### src/rtl/hazard_pkg.sv
// Shared definitions for the pipeline hazard controller: stage indices,
// controller states and the per-stage stall/flush masks it drives.
package hazard_pkg;

  localparam int IFP = 0;
  localparam int IFR = 1;
  localparam int IDC = 2;
  localparam int IDR = 3;
  localparam int EXB = 4;
  localparam int MEM = 5;

  localparam int BASE_STAGES = 6;
  localparam int REM_W       = 4;

  typedef enum logic [1:0] {S_RUN, S_LU, S_REDIR, S_MEMW} state_e;

  typedef logic [BASE_STAGES-1:0] stage_vec_t;

  // Front end is everything ahead of execute; it holds on load-use and refetches on redirect.
  localparam stage_vec_t FE_MASK     = stage_vec_t'((1 << IFP) | (1 << IFR) | (1 << IDC) | (1 << IDR));
  localparam stage_vec_t MEMW_STALL  = stage_vec_t'(FE_MASK | (1 << EXB) | (1 << MEM));
  localparam stage_vec_t BR_FLUSH    = stage_vec_t'((1 << IFR) | (1 << IDC) | (1 << IDR) | (1 << EXB));
  localparam stage_vec_t REDIR_FLUSH = stage_vec_t'((1 << IFR) | (1 << IDC) | (1 << IDR));
  localparam stage_vec_t LU_FLUSH    = stage_vec_t'(1 << EXB);

endpackage

### src/rtl/hazard_sat_cnt.sv
// Saturating up-counter used for the hazard controller's stall/flush statistics.
module hazard_sat_cnt #(
  parameter int W = 32
) (
  input  logic         clk,
  input  logic         rst_n,
  input  logic         inc,
  output logic [W-1:0] count
);

  always_ff @(posedge clk or negedge rst_n) begin
    if (!rst_n) begin
      count <= '0;
    end else if (inc && (count != '1)) begin
      count <= count + W'(1);
    end
  end

endmodule

### src/rtl/hazard_ctrl.sv
// Pipeline hazard controller: load-use bubbles, multi-cycle redirect flush and
// whole-pipe freeze on data-memory waits, plus saturating stall/flush counters.
module hazard_ctrl
  import hazard_pkg::*;
#(
  parameter int XLEN         = 64,
  parameter int NUM_STAGES   = 6,
  parameter int REDIRECT_CYC = 1,
  parameter int LOAD_USE_CYC = 1,
  parameter int CNT_W        = 32
) (
  input  logic                  clk,
  input  logic                  rst_n,
  input  logic                  branch_taken_EXB,
  input  logic [XLEN-1:0]       branch_target_EXB,
  input  logic                  load_EXB,
  input  logic [4:0]            rd_EXB,
  input  logic [4:0]            rs1_IDR,
  input  logic [4:0]            rs2_IDR,
  input  logic                  rs1_use_IDR,
  input  logic                  rs2_use_IDR,
  input  logic                  mem_req_MEM,
  input  logic                  mem_ack_MEM,
  output logic [NUM_STAGES-1:0] stall,
  output logic [NUM_STAGES-1:0] flush,
  output logic                  branch_taken_IFP,
  output logic [XLEN-1:0]       branch_target_IFP,
  output logic                  busy,
  output logic [CNT_W-1:0]      stall_cnt,
  output logic [CNT_W-1:0]      flush_cnt
);

  localparam logic [REM_W-1:0] REDIR_REM = REM_W'(REDIRECT_CYC - 1);
  localparam logic [REM_W-1:0] LU_REM    = REM_W'(LOAD_USE_CYC - 1);

  state_e           state_q;
  state_e           saved_q;
  state_e           eff_state;
  logic [REM_W-1:0] rem_q;
  logic             memw;
  logic             lu;
  logic             rs1_hit;
  logic             rs2_hit;
  logic             take;
  stage_vec_t       stall_v;
  stage_vec_t       flush_v;

  // While frozen on memory the pre-wait state is what governs the ack cycle.
  always_comb begin
    memw      = mem_req_MEM & ~mem_ack_MEM;
    rs1_hit   = rs1_use_IDR && (rs1_IDR == rd_EXB);
    rs2_hit   = rs2_use_IDR && (rs2_IDR == rd_EXB);
    lu        = load_EXB && (rd_EXB != 5'd0) && (rs1_hit || rs2_hit);
    eff_state = (state_q == S_MEMW) ? saved_q : state_q;
    stall_v   = '0;
    flush_v   = '0;
    take      = 1'b0;
    if (rst_n) begin
      if (memw) begin
        stall_v = MEMW_STALL;
      end else if (branch_taken_EXB) begin
        take    = 1'b1;
        flush_v = BR_FLUSH;
      end else if (lu || (eff_state == S_LU)) begin
        stall_v = FE_MASK;
        flush_v = LU_FLUSH;
      end else if (eff_state == S_REDIR) begin
        flush_v = REDIR_FLUSH;
      end
    end
  end

  assign stall             = NUM_STAGES'(stall_v);
  assign flush             = NUM_STAGES'(flush_v);
  assign branch_taken_IFP  = take;
  assign branch_target_IFP = branch_target_EXB;
  assign busy              = rst_n && (state_q != S_RUN);

  // A memory wait freezes the remaining-cycle count; a new branch or load-use restarts it.
  always_ff @(posedge clk or negedge rst_n) begin
    if (!rst_n) begin
      state_q <= S_RUN;
      saved_q <= S_RUN;
      rem_q   <= '0;
    end else if (memw) begin
      state_q <= S_MEMW;
      if (state_q != S_MEMW) begin
        saved_q <= state_q;
      end
    end else if (branch_taken_EXB) begin
      state_q <= (REDIR_REM != '0) ? S_REDIR : S_RUN;
      rem_q   <= REDIR_REM;
    end else if (lu) begin
      state_q <= (LU_REM != '0) ? S_LU : S_RUN;
      rem_q   <= LU_REM;
    end else if ((eff_state == S_LU) || (eff_state == S_REDIR)) begin
      rem_q   <= rem_q - REM_W'(1);
      state_q <= (rem_q <= REM_W'(1)) ? S_RUN : eff_state;
    end else begin
      state_q <= S_RUN;
    end
  end

  hazard_sat_cnt #(.W(CNT_W)) u_stall_cnt (
    .clk   (clk),
    .rst_n (rst_n),
    .inc   (|stall_v),
    .count (stall_cnt)
  );

  hazard_sat_cnt #(.W(CNT_W)) u_flush_cnt (
    .clk   (clk),
    .rst_n (rst_n),
    .inc   (|flush_v),
    .count (flush_cnt)
  );

endmodule

### config.mk
export PLATFORM = sky130hd
export DESIGN_NAME = hazard_ctrl
export DESIGN_NICKNAME = d
export VERILOG_FILES = /design/src/rtl/hazard_pkg.sv /design/src/rtl/hazard_sat_cnt.sv /design/src/rtl/hazard_ctrl.sv
export SDC_FILE = /design/constraint.sdc
export NUM_CORES = 1
export LEC_CHECK = 0
export CAP_MARGIN = 20
export CORE_AREA = 2 2 149 78
export DETAILED_ROUTE_END_ITERATION = 8
export DIE_AREA = 0 0 151 80
export MAX_ROUTING_LAYER = met4
export PLACE_DENSITY = 0.81
export SLEW_MARGIN = 10
export SYNTH_ARGS = -nofsm -noshare
export SYNTH_HDL_FRONTEND = slang
export SYNTH_SLANG_ARGS = --single-unit
### constraint.sdc
create_clock -name clk -period 2.97 [get_ports clk]
set_clock_uncertainty 0.05 [all_clocks]
set_input_delay 0.4455 -clock clk [delete_from_list [all_inputs] [get_ports clk]]
set_output_delay 0.4455 -clock clk [all_outputs]
set_load 0.005 [all_outputs]
# After elaboration in Yosys (flattened, before gate mapping)

Cells that the tools add are included.

Flip-flop bits (word level): 72
Bits of input ports: 87
Word-level logic and storage cells: 58
Output and inout bits: 142

$add $sub $neg: 3
Muxes and demuxes: 21
Bitwise gates (word level): 3
Equal/unequal tests: 8
$lt $le $gt $ge: 1
Reduce and logical (&&, ||, !) cells: 17

Operators with widths:

| kind                    | number |
|---|---|
| $add A32 B1 Y32 const B | 2 |
| $ne A32 B32 Y1 const B  | 2 |
| $mux W4                 | 6 |
| $mux W5                 | 4 |
| $mux W2                 | 6 |
| $mux W6                 | 2 |
| $reduce_or A6 Y1        | 2 |
| $eq A5 B5 Y1            | 2 |
| $logic_and A1 B1 Y1     | 7 |
| $reduce_bool A5 Y1      | 1 |
| $eq A2 B2 Y1 const B    | 2 |
| $le A4 B1 Y1 const B    | 1 |
| $reduce_and A2 Y1       | 2 |
| $sub A4 B1 Y4 const B   | 1 |
| $logic_or A1 B1 Y1      | 3 |
| $mux W1                 | 3 |
| $reduce_bool A3 Y1      | 1 |
| $eq A2 B1 Y1 const B    | 1 |
| $ne A2 B2 Y1 const B    | 1 |
| $not A1 Y1              | 2 |
| $reduce_bool A2 Y1      | 1 |
| $and A1 B1 Y1           | 1 |

# Logic depth before layout (Yosys ltp)

Gate-level depths: netlist of the first run.

Depth in word-level cells: 11
Mapped depth: 11
Depth with buffers taken out: 10

# By module

Synthesis of the first run repeated with hierarchy kept, for this count alone.

Cells, all modules: 477
Area total of the unflattened synthesis: 4609.4 um^2

By module, submodules not included:

| module         | sequential area each (um^2) | instances | area each (um^2) | cells an instance |
|---|---|---|---|---|
| hazard_sat_cnt | 800.8                       | 2         | 1624.1           | 151 |
| hazard_ctrl    | 200.2                       | 1         | 1361.3           | 175 |

# Least setup slack after synthesis of the first run

No wires, ideal clock.

Path kind: input to register
From: input port rd_EXB[0]
To: register u_stall_cnt.count[23]
Path slack: 707 ps
Setup time: 125 ps
Data arrival time: 2088 ps
Cell stages on the path: 7
Buffers on the path: 0
Required time: 2795 ps
Cell sequence: or4_1 > o21a_1 > and3_1 > a22o_4 > a21boi_4 > and4_1 > xor2_1

Cells in the longest elaborated chain, start to end: 11
Elaborated cells between the ends (all ways): 15
Classes of those cells: eq/ne: 2; mux: 4; reduce/logical: 9

RTL lines:

| item                                   | RTL line                             | RTL |
|---|---|---|
| start, declared                        | hazard_ctrl.sv:17                    | `input logic [4:0] rd_EXB,` |
| $eq A5 B5 Y1 (on tied branches)        | hazard_ctrl.sv:51, hazard_ctrl.sv:52 |  |
| $logic_and A1 B1 Y1 (on tied branches) | hazard_ctrl.sv:51, hazard_ctrl.sv:52 |  |
| $logic_or A1 B1 Y1                     | hazard_ctrl.sv:53                    | `lu = load_EXB && (rd_EXB != 5'd0) && (rs1_hit \|\| rs2_hit);` |
| $logic_and A1 B1 Y1 (*)                | hazard_ctrl.sv:53                    |  |
| $logic_or A1 B1 Y1 (*)                 | hazard_ctrl.sv:64                    | `end else if (lu \|\| (eff_state == S_LU)) begin` |
| $mux W4 (*)                            | hazard_ctrl.sv:64                    |  |
| $mux W4 (*)                            | hazard_ctrl.sv:61                    | `end else if (branch_taken_EXB) begin` |
| $mux W6 (*)                            | hazard_ctrl.sv:59                    | `if (memw) begin` |
| $mux W6 (*)                            | hazard_ctrl.sv:58                    | `if (rst_n) begin` |
| net stall[0]                           | hazard_ctrl.sv:24                    | `output logic [NUM_STAGES-1:0] stall,` |
| $reduce_or A6 Y1 (*)                   | hazard_ctrl.sv:107                   | `.inc (\|stall_v),` |
| $logic_and A1 B1 Y1 (*)                | hazard_sat_cnt.sv:14                 | `end else if (inc && (count != '1)) begin` |
| end signal, assigned                   | hazard_sat_cnt.sv:15                 | `count <= count + W'(1);` |
| end, declared                          | hazard_sat_cnt.sv:8                  | `output logic [W-1:0] count` |

Mark *: on every way through the listed nets, which the timed path passes. The rest lies on a longest branch.
A chain may end at the register's enable or synchronous reset.

# Worst setup path in the final report of the first run

From: input port rd_EXB[0]
To: output port stall[2]

Cells in the longest elaborated chain, start to end: 9
Elaborated cells between the ends (all ways): 13
Classes of those cells: eq/ne: 2; mux: 4; reduce/logical: 7

RTL lines:

| item                                   | RTL line |
|---|---|
| $eq A5 B5 Y1 (on tied branches)        | hazard_ctrl.sv:51, hazard_ctrl.sv:52 |
| $logic_and A1 B1 Y1 (on tied branches) | hazard_ctrl.sv:51, hazard_ctrl.sv:52 |
| $logic_or A1 B1 Y1                     | hazard_ctrl.sv:53 |
| $logic_and A1 B1 Y1 (*)                | hazard_ctrl.sv:53 |
| $logic_or A1 B1 Y1 (*)                 | hazard_ctrl.sv:64 |
| $mux W4 (*)                            | hazard_ctrl.sv:64 |
| $mux W4 (*)                            | hazard_ctrl.sv:61 |
| $mux W6 (*)                            | hazard_ctrl.sv:59 |
| $mux W6 (*)                            | hazard_ctrl.sv:58 |
| end, declared                          | hazard_ctrl.sv:24 |

Every way passes the cells marked *; elsewhere a longest branch is shown, timed or not.

==> flow_summary_export.csv, run 1 <==
group,metric,value,unit
logic_synthesis,syn_area,4263,sq um
clocking,clk_pin_slew_worst_paths,0.06,ns
pwr,p_leak,0.002370,uW
flow_run,drv_cap,0,
setup_path,start_kind,"primary input",
global_route,grt_overflow,0,
timing,fin_hold_ws,0.4378,ns
logic_synthesis,ys_seq_area_frac,0.4227,
timing,worst_pin_slew,0.6605,ns
cells_and_area,drive_gt1_frac,0.09611,
logic_synthesis,synthCells,439,
setup_path,cpPeakStageDelay,0.56,ns
placement,place.port_buffers,98,
setup_path,timing.rr.start,"state_q[0]$_DFF_PN0_",
global_route,grt_usage,0.1854,
clocking,htreeDepth,3,
placement,gp_congestion,0.9265,
global_route,grt_pass1_vias,3234,
die,start_util,0.3968,
worst_hold_path,hp-start,"u_flush_cnt.count[16]$_DFFE_PN0P_",
setup_path,timing.rr.end,"u_stall_cnt.count[13]$_DFFE_PN0P_",
worst_hold_path,hold_path_end,"u_flush_cnt.count[16]$_DFFE_PN0P_",
pwr,peakVddDrop,0.2657,mV
timing,slew_violations,0,
die,die_x,151,microns
global_route,grt_antenna_before_repair,0,
outcome,status,"complete, no violations",
pwr,power_density,515.9,nW/um^2
setup_path,cp_max_fo,5,
setup_path,r2r_cells,11,
setup_path,crit_required,2.47,ns
timing,fin_crit_sh,0.9707,
logic_synthesis,ys_ff_latch,72,
setup_path,crit_type,"primary input to output port",
clocking,cts_sinks,72,
placement,dp_hpwl,7.953,mm
detailed_routing,avgRoutedWirePerCell,16.38,microns
clocking,root_buffer,"clkbuf_16",
die,dieArea,12080,sq um
logic_synthesis,synth.distinct_cells,40,
setup_path,critical_path.top_delay_family,"simple AND/OR/NAND/NOR gates",
detailed_routing,vias,3249,
timing,fin_tns_setup,0,ns
timing,rsz0062_at_grt,"false",
detailed_routing,drt_pass1_iterations,4,
die,pin_count,229,
clocking,clk_latency,0.33,ns
die,core,10740,sq um
die,die_h,80,microns
cells_and_area,diodes,0,
detailed_routing,drcViolationCount,0,
global_route,grt_max_degree,52,
clocking,cts_buffers,9,
detailed_routing,ant_nets,0,
cells_and_area,final_net_count,577,
setup_path,ff2ff_setup_slack,0.30,ns
clocking,clockBufferDepth,2,
worst_hold_path,whs_path_depth,1,
detailed_routing,wirelength,10.38,mm
detailed_routing,viasPerCell,5.125,
setup_path,crit_chain,"clkdlybuf4s50_1 > or4_4 > o21a_1 > and3_1 > a22o_4 > dlygate4sd2_1",
detailed_routing,dr.first_iter.drc_count,233,
logic_synthesis,yosys.area.top_type,"dfrtp_1",
logic_synthesis,netlist.area_leader.share,0.4227,
logic_synthesis,synth_area_leaders,"dfrtp_1 (42%), buf_4 (13%), xnor2_1 (8.8%), xor2_1 (6.0%), nand2_1 (3.3%)",
setup_path,path_buf_inv,2,
clocking,cts_tree,"done",
worst_hold_path,hold_class,"register to register",
die,rows,27,
timing,max_freq,346.9,MHz
setup_path,cp-end-kind,"output port",
timing,setup-violations-final,0,
logic_synthesis,avgSynthCellArea,9.710,sq um
timing,period_needed,2.883,ns
cells_and_area,fin_util,0.4920,
cells_and_area,syn2layout_area_growth,23.98,%
setup_path,cp.arrival,2.39,ns
timing,hold_viol,0,
timing,max_slew_margin,0.5597,
pwr,p_total,2727,uW
setup_path,slowest_stage,"or4_4",
logic_synthesis,yosysWarningCount,0,
global_route,grt_pass1_wl,16.72,mm
-- logic make-up after synthesis --
family | after synthesis | synth area share
other cells | 1 | 0.0008797
mux | 1 | 0.002348
simple gates | 165 | 0.2063
compound gates | 28 | 0.05019
xor+xnor | 72 | 0.1479
flops | 72 | 0.4227
fa+ha+maj | 6 | 0.01761
buf+inv | 94 | 0.1520
-- power breakdown --
| part | switching (uW) | internal [uW] | leakage, uW |
|---|---|---|---|
| Sequential | 113 | 1070 | 0.000970 |
| Clock | 403 | 671 | 0.000145 |
| Combinational | 200 | 271 | 0.00125 |
| Total | 716 | 2010 | 0.00237 |
-- through the flow --
step / cell area, sq um / cells / setup WS [ns]
finish: 5285 / 634 / 0.08701
global route: 5285 / 634 / 0.02128
CTS: 5283 / 634 / 0.03306
detailed placement: 4957 / 616 / -0.06683
global placement: 4957 / 616 / -0.03725
floorplan: 4267 / 440 / 0.7074
-- routing by layer --
| layer | GRT usage | wire, microns | up-vias |
|---|---|---|---|
| li1 | - | - | 1500 |
| met1 | 0.2367 | 4853 | 1607 |
| met2 | 0.2605 | 4433 | 129 |
| met3 | 0.09086 | 960 | 13 |
| met4 | 0.05140 | 135 | 0 |
| met5 | - | 0 | - |
-- Yosys cell counts, drive strengths merged --
| library cell | n |
|---|---|
| a211oi | 1 |
| a21boi | 1 |
| a21o | 1 |
| a21oi | 6 |
| a22o | 1 |
| a31oi | 1 |
| and2 | 3 |
| and3 | 18 |
| and4 | 5 |
| buf | 77 |
| clkbuf | 4 |
| conb | 1 |
| dfrtp | 72 |
| ha | 6 |
| inv | 13 |
| mux2i | 1 |
| nand2 | 38 |
| nand2b | 2 |
| nand3 | 31 |
| nand4 | 16 |
| nor2 | 23 |
| nor2b | 1 |
| nor3 | 20 |
| nor4 | 3 |
| nor4b | 1 |
| o21a | 2 |
| o21ai | 10 |
| o22ai | 2 |
| o311a | 1 |
| o311ai | 2 |
| or3 | 3 |
| or4 | 1 |
| xnor2 | 43 |
| xor2 | 29 |
-- registers in the layout (all words and copies together), names as in the netlist --
| register | count |
|---|---|
| u_stall_cnt.count | 32 |
| saved_q | 2 |
| rem_q | 4 |
| state_q | 2 |
| u_flush_cnt.count | 32 |
-- how the worst max path moves through the flow --
| stage | startpoint | endpoint | depth (start not counted) |
|---|---|---|---|
| after floorplan | rd_EXB[0] | u_stall_cnt.count[23]$_DFFE_PN0P_ | 7 |
| after global placement | rd_EXB[0] | stall[0] | 6 |
| after detailed placement | rd_EXB[3] | stall[2] | 6 |
| after CTS | rd_EXB[3] | flush[4] | 9 |
| after global routing | rd_EXB[3] | flush[3] | 11 |
| final | rd_EXB[0] | stall[2] | 6 |
-- worst register-to-register path, cell delays in order (launching register included) --
cell and delay, ns:
dfrtp_1 0.39, inv_1 0.05, o21ai_0 0.32, ha_1 0.33, inv_1 0.10, o21ai_0 0.24, a22o_4 0.22, buf_4 0.15
a21boi_4 0.29, buf_12 0.16, nand4_1 0.10, xnor2_1 0.15
-- area by class of cell --
cell class	count	area (sq um)
Fill cell	975	5458
Multi-Input combinational cell	274	1834
Timing Repair Buffer	114	1120
Clock inverter	5	56.30
Clock buffer	11	242.7
Inverter	13	48.80
Tap cell	145	181.4
Sequential cell	72	1802
-- placed cells by master (no fill, tap or decap), types with 7 or more instances in the layout --
| cell type | instances |
|---|---|
| o21ai_0 | 8 |
| nand2_1 | 38 |
| nor3_1 | 20 |
| dfrtp_1 | 72 |
| xnor2_1 | 42 |
| buf_4 | 14 |
| and3_1 | 18 |
| clkdlybuf4s50_1 | 89 |
| nor2_1 | 23 |
| nand3_2 | 7 |
| nand4_1 | 15 |
| inv_1 | 13 |
| nand3_1 | 24 |
| clkbuf_16 | 9 |
| dlygate4sd2_1 | 7 |
| xor2_1 | 29 |
-- what timing repair did --
action	CTS	global route
gates cloned	0	0
hold buffers	1	0
gates resized for setup	10	2
endpoints found under the setup margin	8	6
pin swaps	1	1
hold endpoints to repair	21	0
buffers inserted	1	0
Note: power is estimated with default switching activity, not from simulation.
==> inputs of run 2 (changes only) <==
HOLD_SLACK_MARGIN = 0.08   (was default)
SKIP_LAST_GASP = 1   (was default)
==> run 2 against run 1 <==
Against the previous run: utilization hardly changed; global-route usage stayed put; combinational power hardly changed; count of clock-buffer cells in the layout stayed put; hold slack hardly changed; sequential share of layout area hardly changed; total power hardly changed; critical path depth stayed put; largest power group unchanged.
==> flow_summary_export.csv, run 2 (synthesis gave the netlist of run 1 again) <==
group,metric,value,unit
outcome,status,"complete, no violations",
cells_and_area,final_cell_mix,"clkdlybuf4s50_1 (89), dfrtp_1 (72), xnor2_1 (42)",
global_route,grt_overflow,0,
clocking,root_buffer,"clkbuf_16",
die,die_x,151,microns
die,dieArea,12080,sq um
placement,gp_congestion,0.9265,
detailed_routing,drt-met1-wl,4.867,mm
pwr,p_leak,0.002382,uW
timing,fin_tns_setup,0,ns
detailed_routing,wl_met3,964,microns
placement,pre_cts_slack,-0.06683,ns
cells_and_area,nFillCells,974,
die,core,10740,sq um
pwr,peakVddDrop,0.2655,mV
detailed_routing,vias,3263,
timing,setup-violations-final,0,
die,die_h,80,microns
detailed_routing,drt_pass1_iterations,6,
global_route,grt_max_degree,52,
die,start_util,0.3968,
setup_path,cp-end-kind,"output port",
clocking,clockBufferDepth,2,
die,pin_count,229,
setup_path,cp.arrival,2.40,ns
cells_and_area,final_net_count,577,
timing,max_freq,345.3,MHz
timing,fin_hold_ws,0.4378,ns
die,rows,27,
timing,max_slew_margin,0.5590,
timing,period_needed,2.896,ns
detailed_routing,wirelength,10.40,mm
cells_and_area,top_regs,"u_flush_cnt.count: 32 flops, u_stall_cnt.count: 32 flops, rem_q: 4 flops",
flow_run,drv_cap,0,
detailed_routing,ant_nets,0,
setup_path,crit_required,2.47,ns
timing,rsz0062_at_grt,"false",
clocking,cts_tree,"done",
timing,slew_violations,0,
cells_and_area,syn2layout_area_growth,24.07,%
timing,hold_viol,0,
detailed_routing,viasPerCell,5.147,
global_route,grt_pass1_vias,3234,
cells_and_area,final_area,5289,sq um
detailed_routing,dr.first_iter.drc_count,229,
detailed_routing,drcViolationCount,0,
cells_and_area,drive_gt1_frac,0.09611,
clocking,htreeDepth,3,
setup_path,cp_max_fo,5,
global_route,grt_antenna_before_repair,0,
clocking,clk_pin_slew_worst_paths,0.06,ns
detailed_routing,route.met2.wl,4.429,mm
global_route,grt_pass1_wl,16.72,mm
cells_and_area,diodes,0,
clocking,cts_sinks,72,
setup_path,start_kind,"primary input",
pwr,p_total,2727,uW
placement,place.port_buffers,98,
pwr,power_density,515.7,nW/um^2
clocking,clk_latency,0.33,ns
setup_path,crit_type,"primary input to output port",
detailed_routing,avgRoutedWirePerCell,16.40,microns
timing,worst_pin_slew,0.6615,ns
global_route,grt_usage,0.1854,
placement,dpl_cell_area,4957,sq um
timing,finalWorstSetupSlack,0.07419,ns
timing,fin_crit_sh,0.9750,
worst_hold_path,hold_class,"register to register",
placement,dp_hpwl,7.953,mm
clocking,cts_buffers,9,
detailed_routing,top_layer,"met4",
cells_and_area,layout_commonest_cell,"clkdlybuf4s50_1",
==> run 2: cell count changes in the layout (fill, tap and decap cells not counted), sizes merged <==
cell,delta
dlygate4sd2,-1
dlymetal6s2s,+1
==> run 2: final cells by class <==
type                            count  area, sq um  share of cell area
Tap cell                          145        181.4             0.03430
Clock inverter                      5        56.30             0.01065
Timing Repair Buffer              114         1124              0.2124
Sequential cell                    72         1802              0.3407
Inverter                           13        48.80            0.009226
Clock buffer                       11        242.7             0.04590
Multi-Input combinational cell    274         1834              0.3468
==> run 2: per-stage QoR <==
stage / util / instances
floorplan: - / 440
global placement: 0.4614 / 616
detailed placement: 0.4614 / 616
CTS: 0.4918 / 634
global route: 0.4923 / 634
finish: 0.4923 / 634
==> run 2: worst paths after layout <==
| kind | start | end | slack [ns] | depth (start not counted) |
|---|---|---|---|---|
| hold / removal | u_flush_cnt.count[16]$_DFFE_PN0P_ | u_flush_cnt.count[16]$_DFFE_PN0P_ | 0.44 | 1 |
| setup / recovery | rd_EXB[0] | stall[0] | 0.07 | 6 |
| max in group asynchronous | rst_n | u_flush_cnt.count[27]$_DFFE_PN0P_ | 1.36 | 3 |
| hold reg to reg | u_flush_cnt.count[16]$_DFFE_PN0P_ | u_flush_cnt.count[16]$_DFFE_PN0P_ | 0.44 | 1 |
| min in group asynchronous | rst_n | state_q[0]$_DFF_PN0_ | 0.52 | 2 |
| setup reg to reg | state_q[0]$_DFF_PN0_ | u_stall_cnt.count[13]$_DFFE_PN0P_ | 0.40 | 11 |
==> run 2: where the power goes <==
group / internal [uW] / switching (uW) / total, uW
combinational: 271 / 201 / 472
clock: 671 / 403 / 1070
sequential: 1070 / 113 / 1180
total: 2010 / 716 / 2730
==> run 2: worst max-delay path, stage by stage <==
cell and delay (ns):
clkdlybuf4s50_1 0.46, or4_4 0.56, o21a_1 0.23, and3_1 0.20, a22o_4 0.24, dlygate4sd2_1 0.27
==> run 2: layer usage <==
| metal | track usage | up-vias |
|---|---|---|
| li1 | - | 1502 |
| met1 | 0.2367 | 1616 |
| met2 | 0.2605 | 132 |
| met3 | 0.09086 | 13 |
| met4 | 0.05140 | 0 |
| met5 | - | - |
==> run 2: repair_timing <==
action	in CTS	in global routing
endpoints found under the setup margin	8	6
pin swaps	1	2
hold buffers	1	0
setup buffers	1	0
gates resized for setup	9	4
endpoints found under the hold margin	21	0
